--- src/rtl/window_ctrl.sv ---
// rtl/window_ctrl.sv - window buffer fill / feature-issue / release sequencer
// Optional watchdog enabled by defining WINDOW_CTRL_TIMEOUT_EN.
module window_ctrl #(
    parameter int W_DATA          = 18,
    parameter int WINDOW_WIDTH    = 24,
    parameter int WINDOW_HEIGHT   = 24,
    parameter int MAX_OUTSTANDING = 4,
    parameter int W_WIN_CNT       = 16,
    parameter int TIMEOUT_CYCLES  = 1024,
    localparam int DEPTH          = WINDOW_WIDTH * WINDOW_HEIGHT,
    localparam int W_ADDR         = $clog2(DEPTH)
) (
    input  logic                 clk,
    input  logic                 rst,
    input  logic                 en,
    input  logic                 pix_valid,
    output logic                 pix_ready,
    input  logic [W_DATA-1:0]    pix_data,
    output logic                 buf_din_valid,
    input  logic                 buf_din_ready,
    output logic [W_DATA-1:0]    buf_din_data,
    output logic [1:0]           buf_din_eot,
    input  logic                 feat_valid,
    output logic                 feat_ready,
    input  logic [W_ADDR-1:0]    feat_addr0,
    input  logic [W_ADDR-1:0]    feat_addr1,
    input  logic [W_ADDR-1:0]    feat_addr2,
    input  logic                 feat_last,
    output logic                 buf_addr_valid,
    input  logic                 buf_addr_ready,
    output logic [W_ADDR-1:0]    buf_addr0,
    output logic [W_ADDR-1:0]    buf_addr1,
    output logic [W_ADDR-1:0]    buf_addr2,
    input  logic                 buf_dout_valid,
    input  logic                 buf_dout_ready,
    input  logic                 stage_reject,
    output logic                 buf_release,
    output logic                 feat_restart,
    output logic                 busy,
    output logic [W_WIN_CNT-1:0] win_count,
    output logic                 err_timeout
);

    localparam int W_OUT = $clog2(MAX_OUTSTANDING + 1);

    typedef enum logic [2:0] {
        S_IDLE,
        S_FILL,
        S_EVAL,
        S_DRAIN,
        S_RELEASE
    } state_t;

    state_t            state;
    logic [W_ADDR-1:0] fill_cnt;
    logic [W_OUT-1:0]  outstanding;
    logic [W_OUT-1:0]  out_next;

    logic in_fill;
    logic in_eval;
    logic fill_last;
    logic room;
    logic wr;
    logic issue;
    logic resp;
    logic wd_fire;

    assign in_fill   = (state == S_FILL);
    assign in_eval   = (state == S_EVAL);
    assign fill_last = (fill_cnt == W_ADDR'(DEPTH - 1));
    assign room      = (outstanding < W_OUT'(MAX_OUTSTANDING));

    assign pix_ready      = in_fill & buf_din_ready;
    assign buf_din_valid  = in_fill & pix_valid;
    assign buf_din_data   = in_fill ? pix_data : '0;
    assign buf_din_eot    = {2{in_fill & fill_last}};

    assign buf_addr_valid = in_eval & feat_valid & room;
    assign feat_ready     = in_eval & buf_addr_ready & room;
    assign buf_addr0      = in_eval ? feat_addr0 : '0;
    assign buf_addr1      = in_eval ? feat_addr1 : '0;
    assign buf_addr2      = in_eval ? feat_addr2 : '0;

    assign wr    = buf_din_valid & buf_din_ready;
    assign issue = buf_addr_valid & buf_addr_ready;
    assign resp  = buf_dout_valid & buf_dout_ready;

    // A response with nothing in flight is a protocol error; hold at zero.
    always_comb begin
        out_next = outstanding;
        if (issue && !resp) begin
            out_next = outstanding + 1'b1;
        end else if (!issue && resp && (outstanding != '0)) begin
            out_next = outstanding - 1'b1;
        end
    end

`ifdef WINDOW_CTRL_TIMEOUT_EN
    localparam int W_WD = $clog2(TIMEOUT_CYCLES + 1);

    logic [W_WD-1:0] wd_cnt;
    logic            stall;

    assign stall   = ((state == S_EVAL) || (state == S_DRAIN)) && (outstanding != '0) && !resp;
    assign wd_fire = stall && (wd_cnt == W_WD'(TIMEOUT_CYCLES - 1));

    always_ff @(posedge clk or posedge rst) begin
        if (rst) begin
            wd_cnt      <= '0;
            err_timeout <= 1'b0;
        end else begin
            if (stall && !wd_fire) begin
                wd_cnt <= wd_cnt + 1'b1;
            end else begin
                wd_cnt <= '0;
            end
            if (wd_fire) begin
                err_timeout <= 1'b1;
            end
        end
    end
`else
    assign wd_fire     = 1'b0;
    assign err_timeout = 1'b0 & (TIMEOUT_CYCLES > 0);
`endif

    always_ff @(posedge clk or posedge rst) begin
        if (rst) begin
            state        <= S_IDLE;
            fill_cnt     <= '0;
            outstanding  <= '0;
            win_count    <= '0;
            buf_release  <= 1'b0;
            feat_restart <= 1'b0;
            busy         <= 1'b0;
        end else begin
            buf_release  <= 1'b0;
            feat_restart <= 1'b0;
            outstanding  <= out_next;
            case (state)
                S_IDLE: begin
                    if (en) begin
                        state <= S_FILL;
                        busy  <= 1'b1;
                    end
                end
                S_FILL: begin
                    if (wr) begin
                        if (fill_last) begin
                            fill_cnt <= '0;
                            state    <= S_EVAL;
                        end else begin
                            fill_cnt <= fill_cnt + 1'b1;
                        end
                    end
                end
                S_EVAL: begin
                    // A coincident reject still leaves that triplet counted in out_next.
                    if (stage_reject || (issue && feat_last)) begin
                        state <= S_DRAIN;
                    end
                end
                S_DRAIN: begin
                    if (out_next == '0) begin
                        state        <= S_RELEASE;
                        buf_release  <= 1'b1;
                        feat_restart <= 1'b1;
                    end
                end
                S_RELEASE: begin
                    win_count <= win_count + 1'b1;
                    if (en) begin
                        state <= S_FILL;
                    end else begin
                        state <= S_IDLE;
                        busy  <= 1'b0;
                    end
                end
                default: begin
                    state <= S_IDLE;
                    busy  <= 1'b0;
                end
            endcase
            // Watchdog abandons the in-flight reads and forces the window out.
            if (wd_fire) begin
                state        <= S_RELEASE;
                outstanding  <= '0;
                buf_release  <= 1'b1;
                feat_restart <= 1'b1;
            end
        end
    end

endmodule
--- config.mk ---
export PLATFORM = sky130hd
export DESIGN_NAME = window_ctrl
export DESIGN_NICKNAME = d
export VERILOG_FILES = /design/src/rtl/window_ctrl.sv
export SDC_FILE = /design/constraint.sdc
export NUM_CORES = 1
export LEC_CHECK = 0
export ABC_AREA = 1
export CAP_MARGIN = 10
export CORE_ASPECT_RATIO = 2
export CORE_MARGIN = 3
export CORE_UTILIZATION = 30
export CTS_CLUSTER_DIAMETER = 120
export CTS_CLUSTER_SIZE = 8
export DETAILED_ROUTE_END_ITERATION = 12
export PLACE_DENSITY = 0.7
export SLEW_MARGIN = 20
export SYNTH_ARGS = -nofsm -noshare
export SYNTH_HDL_FRONTEND = slang
export SYNTH_SLANG_ARGS = --single-unit
--- constraint.sdc ---
create_clock -name clk -period 1.85 [get_ports clk]
set_input_delay 0.2775 -clock clk [delete_from_list [all_inputs] [get_ports clk]]
set_output_delay 0.2775 -clock clk [all_outputs]
set_load 0.02 [all_outputs]
==> metrics, run 1 <==
Slew Limit Fails 0; port bufs 131; Crit-path slowest cell dfrtp_1; Req. time, crit path 1570 ps; HP Class primary input to asynchronous set/reset pin; FP Rows 44; critical path, cell by cell buf_4, nor3_4, buf_6, inv_2, buf_12, nor2_1, buf_4; clock transition at the registers of the reported paths ~50 ps; H-tree Lvls 2; post-synthesis register bit count 34; Worst Skew about 6.5 ps; via/cell ratio 4.31; Final ANT Viol Nets 0; Max-cap violations 0; Crit path largest cell delay 390 ps; Cell Area, Synth 2250 um^2; # hold bufs at CTS 0; CORE AREA approximately 7300 um^2; vias in the first global route 2441; Synth cell types 31; LEAKAGE 2.23 nW; clock root cell clkbuf_16; share of cells above drive strength 1 0.303; CTS tree yes; CTS Sinks 34; Detailed Route WL about 7 mm; Reg-to-Reg Start state[0]; gr ovfl total 0; RePlAce Congestion 0.840; Post-synth EDFFs 0; CP max FO 30; final period utilization 0.997; routed via count 2517; Seq/Total Area, Yosys 0.378; Starting Density 0.309; nature of the critical path startpoint register; R2R cell count 9; Final Setup Violations 0; Residual DRC 0; critical path depth 7; most frequent CP cell buf_4; initial antenna violation count 0; n_diodes 0; TritonRoute pass-1 iters 4; Die Height between 100 and 150 um; CP endpoint kind output port; critical path arrival between 1500 and 2000 ps; wire length per cell about 12 um; outcome completed; Main synth FF type dfrtp_1; pin count of the biggest net entering global routing 35; Die ar. 8630 um^2; Max clock buf depth 2; worst setup path class register to output port; Syn Nets 381; syn avg cell area 7.09 um^2; min cycle time layout between 1500 and 2000 ps; Setup crit end buf_addr2[6]; Synth warnings 0; Overall Power just under 5 mW; Reg2Reg Setup Slack about 70 ps; async set-reset flop share out of synthesis 1.00; # IOs 133; setup TNS 0 ps; first-pass GRT wire length approximately 11 mm; critical path's top delay family buffers and inverters; final net count 555; placed wire-length estimate 5.59 mm; Cells after Synth approximately 320; clk_lat worst skew 270 ps; pwr dens 1170 nW/um^2; final hold vios 0; GR Util All Layers 0.162; Die W 67.2 um; unrepaired setup endpoints after global routing true; Worst VDD drop 0.000799 V; initial DRC count 70; achievable frequency 542 MHz; area grow syn2layout 87.6%; critical path buffer and inverter count 5; worst setup path start state[0]; CTS buffer count 5; Worst R2R End win_count[14]
## per-stage QoR
| stage | hold WS (ps) | util | std cells | area, um^2 | setup WS [ps] |
|---|---|---|---|---|---|
| 2_1_floorplan | 419 | - | 317 | 2250 | 160 |
| 3_3_place_gp | 458 | 0.538 | 566 | 3910 | -243 |
| 3_5_place_dp | 462 | 0.538 | 566 | 3910 | -245 |
| 4_1_cts | 412 | 0.540 | 574 | 3930 | -21.4 |
| 5_1_grt | 446 | 0.580 | 584 | 4220 | -73.9 |
| 6_report | 403 | 0.580 | 584 | 4220 | 4.81 |
## cell families (layout without fill, tap and decap cells)
kind of cell | Yosys count | after routing | share of synthesized area
buffers and inverters | 96 | 271 | 0.166
adders and majority gates | 5 | 5 | 0.0278
and+or+nand+nor | 143 | 143 | 0.308
AOI/OAI and AO/OA | 21 | 21 | 0.0501
xor gates and xnor gates | 16 | 16 | 0.0623
DFF | 34 | 34 | 0.378
muxes | 1 | 1 | 0.00501
other | 1 | 1 | 0.00167
## how the worst min path moves through the flow
stage	from	end	slack, ps
detailed placement	busy	busy	460
global route	rst	win_count[8]	450
floorplan	rst	busy	420
CTS	rst	win_count[10]	410
global placement	win_count[15]	win_count[15]	460
finish	rst	win_count[4]	400
## layout make-up
class	count	area, um^2
clock buffers	7	143
clock inverters	1	5.00
fillers	684	3050
inverters	88	333
multi-input cells	187	1170
flip-flops and latches	34	852
well taps	92	115
repair buffers	175	1600
## synth_stat cells (2+ instances only)
library cell	number	area (um^2)
nor2_1	65	244
inv_2	3	11.3
inv_1	84	315
nand2_1	29	109
xor2_1	12	105
o21ai_1	3	15.0
nor3_1	9	45.0
nand4_1	4	25.0
nor2_2	6	37.5
o21ai_0	8	40.0
ha_1	5	62.6
nand2_2	5	31.3
nand3_1	13	65.1
clkbuf_1	4	15.0
xnor2_1	4	35.0
dfrtp_1	34	851
buf_4	3	22.5
nand2_4	2	22.5
nand3_2	4	40.0
nor3_4	2	32.5
a21oi_1	8	40.0
## per-layer routing
metal / vias to the layer above / wire (um) / global-route usage
met5: - / 0 / 0
met4: 0 / 120 / 0.0586
met3: 9 / 733 / 0.0515
met2: 102 / 3890 / 0.312
met1: 1127 / 2270 / 0.150
li1: 1279 / - / -
## tightest hold or removal path, delay by kind of cell
kind,cells,cell delay (ps)
buffers and inverters,3,830
## state kept, by name (all words and copies together), names as in the netlist
signal	count
busy	1
state	3
feat_restart	1
fill_cnt	10
win_count	16
outstanding	3
## cells in the final DEF (no fill, tap or decap), drive strengths merged
cell type and count:
nand4 5, buf 79, xor2 12, conb 1, xnor2 4, mux2 1
clkdlybuf4s15 13, o21ai 11, nand2 36, nand3b 1, dlygate4sd2 1, inv 88
dfrtp 34, clkbuf 12, nand3 17, ha 5, clkdlybuf4s50 77, a21oi 8
clkinv 1, o211a 1, o211ai 1, nor3 12, nor2 72
## repair_timing
action                                  in CTS  in global routing
pin swaps                                    3                 18
endpoints found under the setup margin      55                 67
buffers inserted                             0                 10
resized for setup                          185                 89
## report_power, final
group | switching (mW) | leakage, nW | total (mW) | internal [mW]
combinational | 1.65 | 1.73 | 3.04 | 1.38
clock | 0.288 | 0.0739 | 0.821 | 0.533
sequential | 0.131 | 0.430 | 1.06 | 0.930
total | 2.07 | 2.23 | 4.92 | 2.85
Power figures use the tool's default switching activity.
==> run 2, diff against run 1 <==
--- a/config.mk
+++ b/config.mk
@@ -8,7 +8,6 @@
 export ABC_AREA = 1
 export CAP_MARGIN = 10
 export CORE_ASPECT_RATIO = 2
-export CORE_MARGIN = 3
 export CORE_UTILIZATION = 30
 export CTS_CLUSTER_DIAMETER = 120
 export CTS_CLUSTER_SIZE = 8
==> constraint.sdc (replaced) <==
create_clock -name clk -period 1.9 [get_ports clk]
set_input_delay 0.285 -clock clk [delete_from_list [all_inputs] [get_ports clk]]
set_output_delay 0.285 -clock clk [all_outputs]
set_load 0.02 [all_outputs]
==> run 2 against run 1 <==
  * Sequential share of layout area increased by 1.8 points
  * Critical path depth is 2 lower
  * Flip-flop and latch count unchanged
  * Power is 11% lower
  * Cell count is 2.6% lower
  * Count of clock-buffer cells in the layout unchanged
  * Die area shrank 8.9%
  * Largest cell class unchanged
  * Largest power group unchanged
  * Highest routed layer unchanged
==> metrics, run 2 (synthesis results as in run 1) <==
critical path arrival 1560 ps; gr ovfl total 0; Req. time, crit path about 1600 ps; # IOs 133; clk_lat worst skew 280 ps; first-pass GRT wire length 10.7 mm; placed wire-length estimate 5.28 mm; commonest cells after routing, fill and taps aside inv_1, clkdlybuf4s50_1, nor2_1; Final ANT Viol Nets 0; Largest register FFs 16; Max clock buf depth 2; final period utilization 0.972; Sw Ratio 0.435; port bufs 131; Comb power frac 0.576; clock root cell clkbuf_16; CTS buffer count 5; Final Setup Violations 0; CTS tree yes; Internal 2.47 mW; Clock Power Share 0.186; commonest non-fill, non-tap cell in the layout inv_1; most flop-heavy register win_count; TritonRoute pass-1 iters 4; CTS Sinks 34; area of placed instances 3850 um^2; unrepaired setup endpoints after global routing true; Largest regs win_count x16, fill_cnt x10; setup TNS 0 ps; FP Rows 44; achievable frequency 542 MHz; share of cells above drive strength 1 0.222; # hold bufs at CTS 0; final net count 540; CP max FO 13; Worst VDD drop 0.000612 V; n_diodes 0; Die ar. 7870 um^2; initial DRC count 49; Starting Density 0.309; Worst Skew around 3.6 ps; Overall Power ~4.4 mW; vias in the first global route 2468; final worst slack 53.8 ps; NetSw 1.90 mW; HP Class primary input to asynchronous set/reset pin; Residual DRC 0; pwr dens 1130 nW/um^2; worst setup path class register to output port; GR Util All Layers 0.172; Finished Cell Area roughly 3900 um^2; pin count of the biggest net entering global routing 35; outcome completed; Seq pwr share 0.237; nature of the critical path startpoint register; LEAKAGE 2.15 nW; Detailed Route WL 6.71 mm; wire length per cell roughly 12 um; clock transition at the registers of the reported paths 50 ps; min cycle time layout 1850 ps; area grow syn2layout 71.8%; Die W 63.2 um; pre-CTS setup slack -36.7 ps; Max-cap violations 0; via/cell ratio 4.36; CP endpoint kind output port; Slew Limit Fails 0; final hold vios 0; routed via count 2481; RePlAce Congestion 0.812; H-tree Lvls 2; Die Height 124 um; initial antenna violation count 0; CORE AREA 7270 um^2
==> run 2: path summary, 6_finish.rpt <==
kind / from / endpoint / slack [ps] / cells past startpoint
hold reg to reg: win_count[15] / win_count[15] / 470 / 1
setup reg to reg: state[0] / state[1] / 110 / 9
max in group asynchronous: rst / state[1] / 1180 / 3
hold / removal: rst / win_count[10] / 410 / 3
setup / recovery: state[0] / pix_ready / 50 / 5
min in group clk: win_count[15] / win_count[15] / 470 / 1
==> run 2: routing by layer <==
layer | part of all wire | routed length, um | track usage | vias to the layer above
met5 | 0 | 0 | 0 | -
met1 | 0.33 | 2210 | 0.145 | 1109
li1 | - | - | - | 1244
met2 | 0.56 | 3770 | 0.345 | 113
met3 | 0.081 | 543 | 0.0458 | 15
met4 | 0.028 | 188 | 0.0842 | 0
==> run 2: worst max-delay path, cell delays in order, from the launching register on <==
cell and delay, ps:
dfrtp_1 390, buf_6 150, nand3_2 110, buf_12 160, nor2_2 110, dlygate4sd2_1 360
==> run 2: area by class of cell <==
| cell class | instances | area, um^2 |
|---|---|---|
| multi-input cells | 187 | 1050 |
| flip-flops and latches | 34 | 851 |
| clock buffers | 7 | 143 |
| inverters | 88 | 332 |
| repair buffers | 160 | 1370 |
| clock inverters | 1 | 5.00 |
| well taps | 92 | 115 |
| fillers | 701 | 3400 |
==> run 2: power groups by stage <==
| stage | Sequential [mW] | Clock [mW] | Combinational [mW] |
|---|---|---|---|
| after global placement | 1.03 | 0 | 2.70 |
| final | 1.04 | 0.814 | 2.52 |
| after detailed placement | 1.04 | 0 | 2.75 |
| after floorplan | 1.07 | 0 | 1.35 |
| after global routing | 1.06 | 0.866 | 2.76 |
| after CTS | 1.03 | 0.837 | 2.53 |
==> run 2: timing repair <==
action	in CTS	in global routing
endpoints found under the setup margin	54	62
buffers inserted	0	3
pin swaps	0	4
resized for setup	61	81
==> run 2: per-stage QoR <==
step	hold WS (ps)	util	std cells
3_3_place_gp	459	0.530	558
6_report	408	0.532	569
2_1_floorplan	427	-	317
3_5_place_dp	456	0.530	558
4_1_cts	415	0.543	566
5_1_grt	468	0.532	569
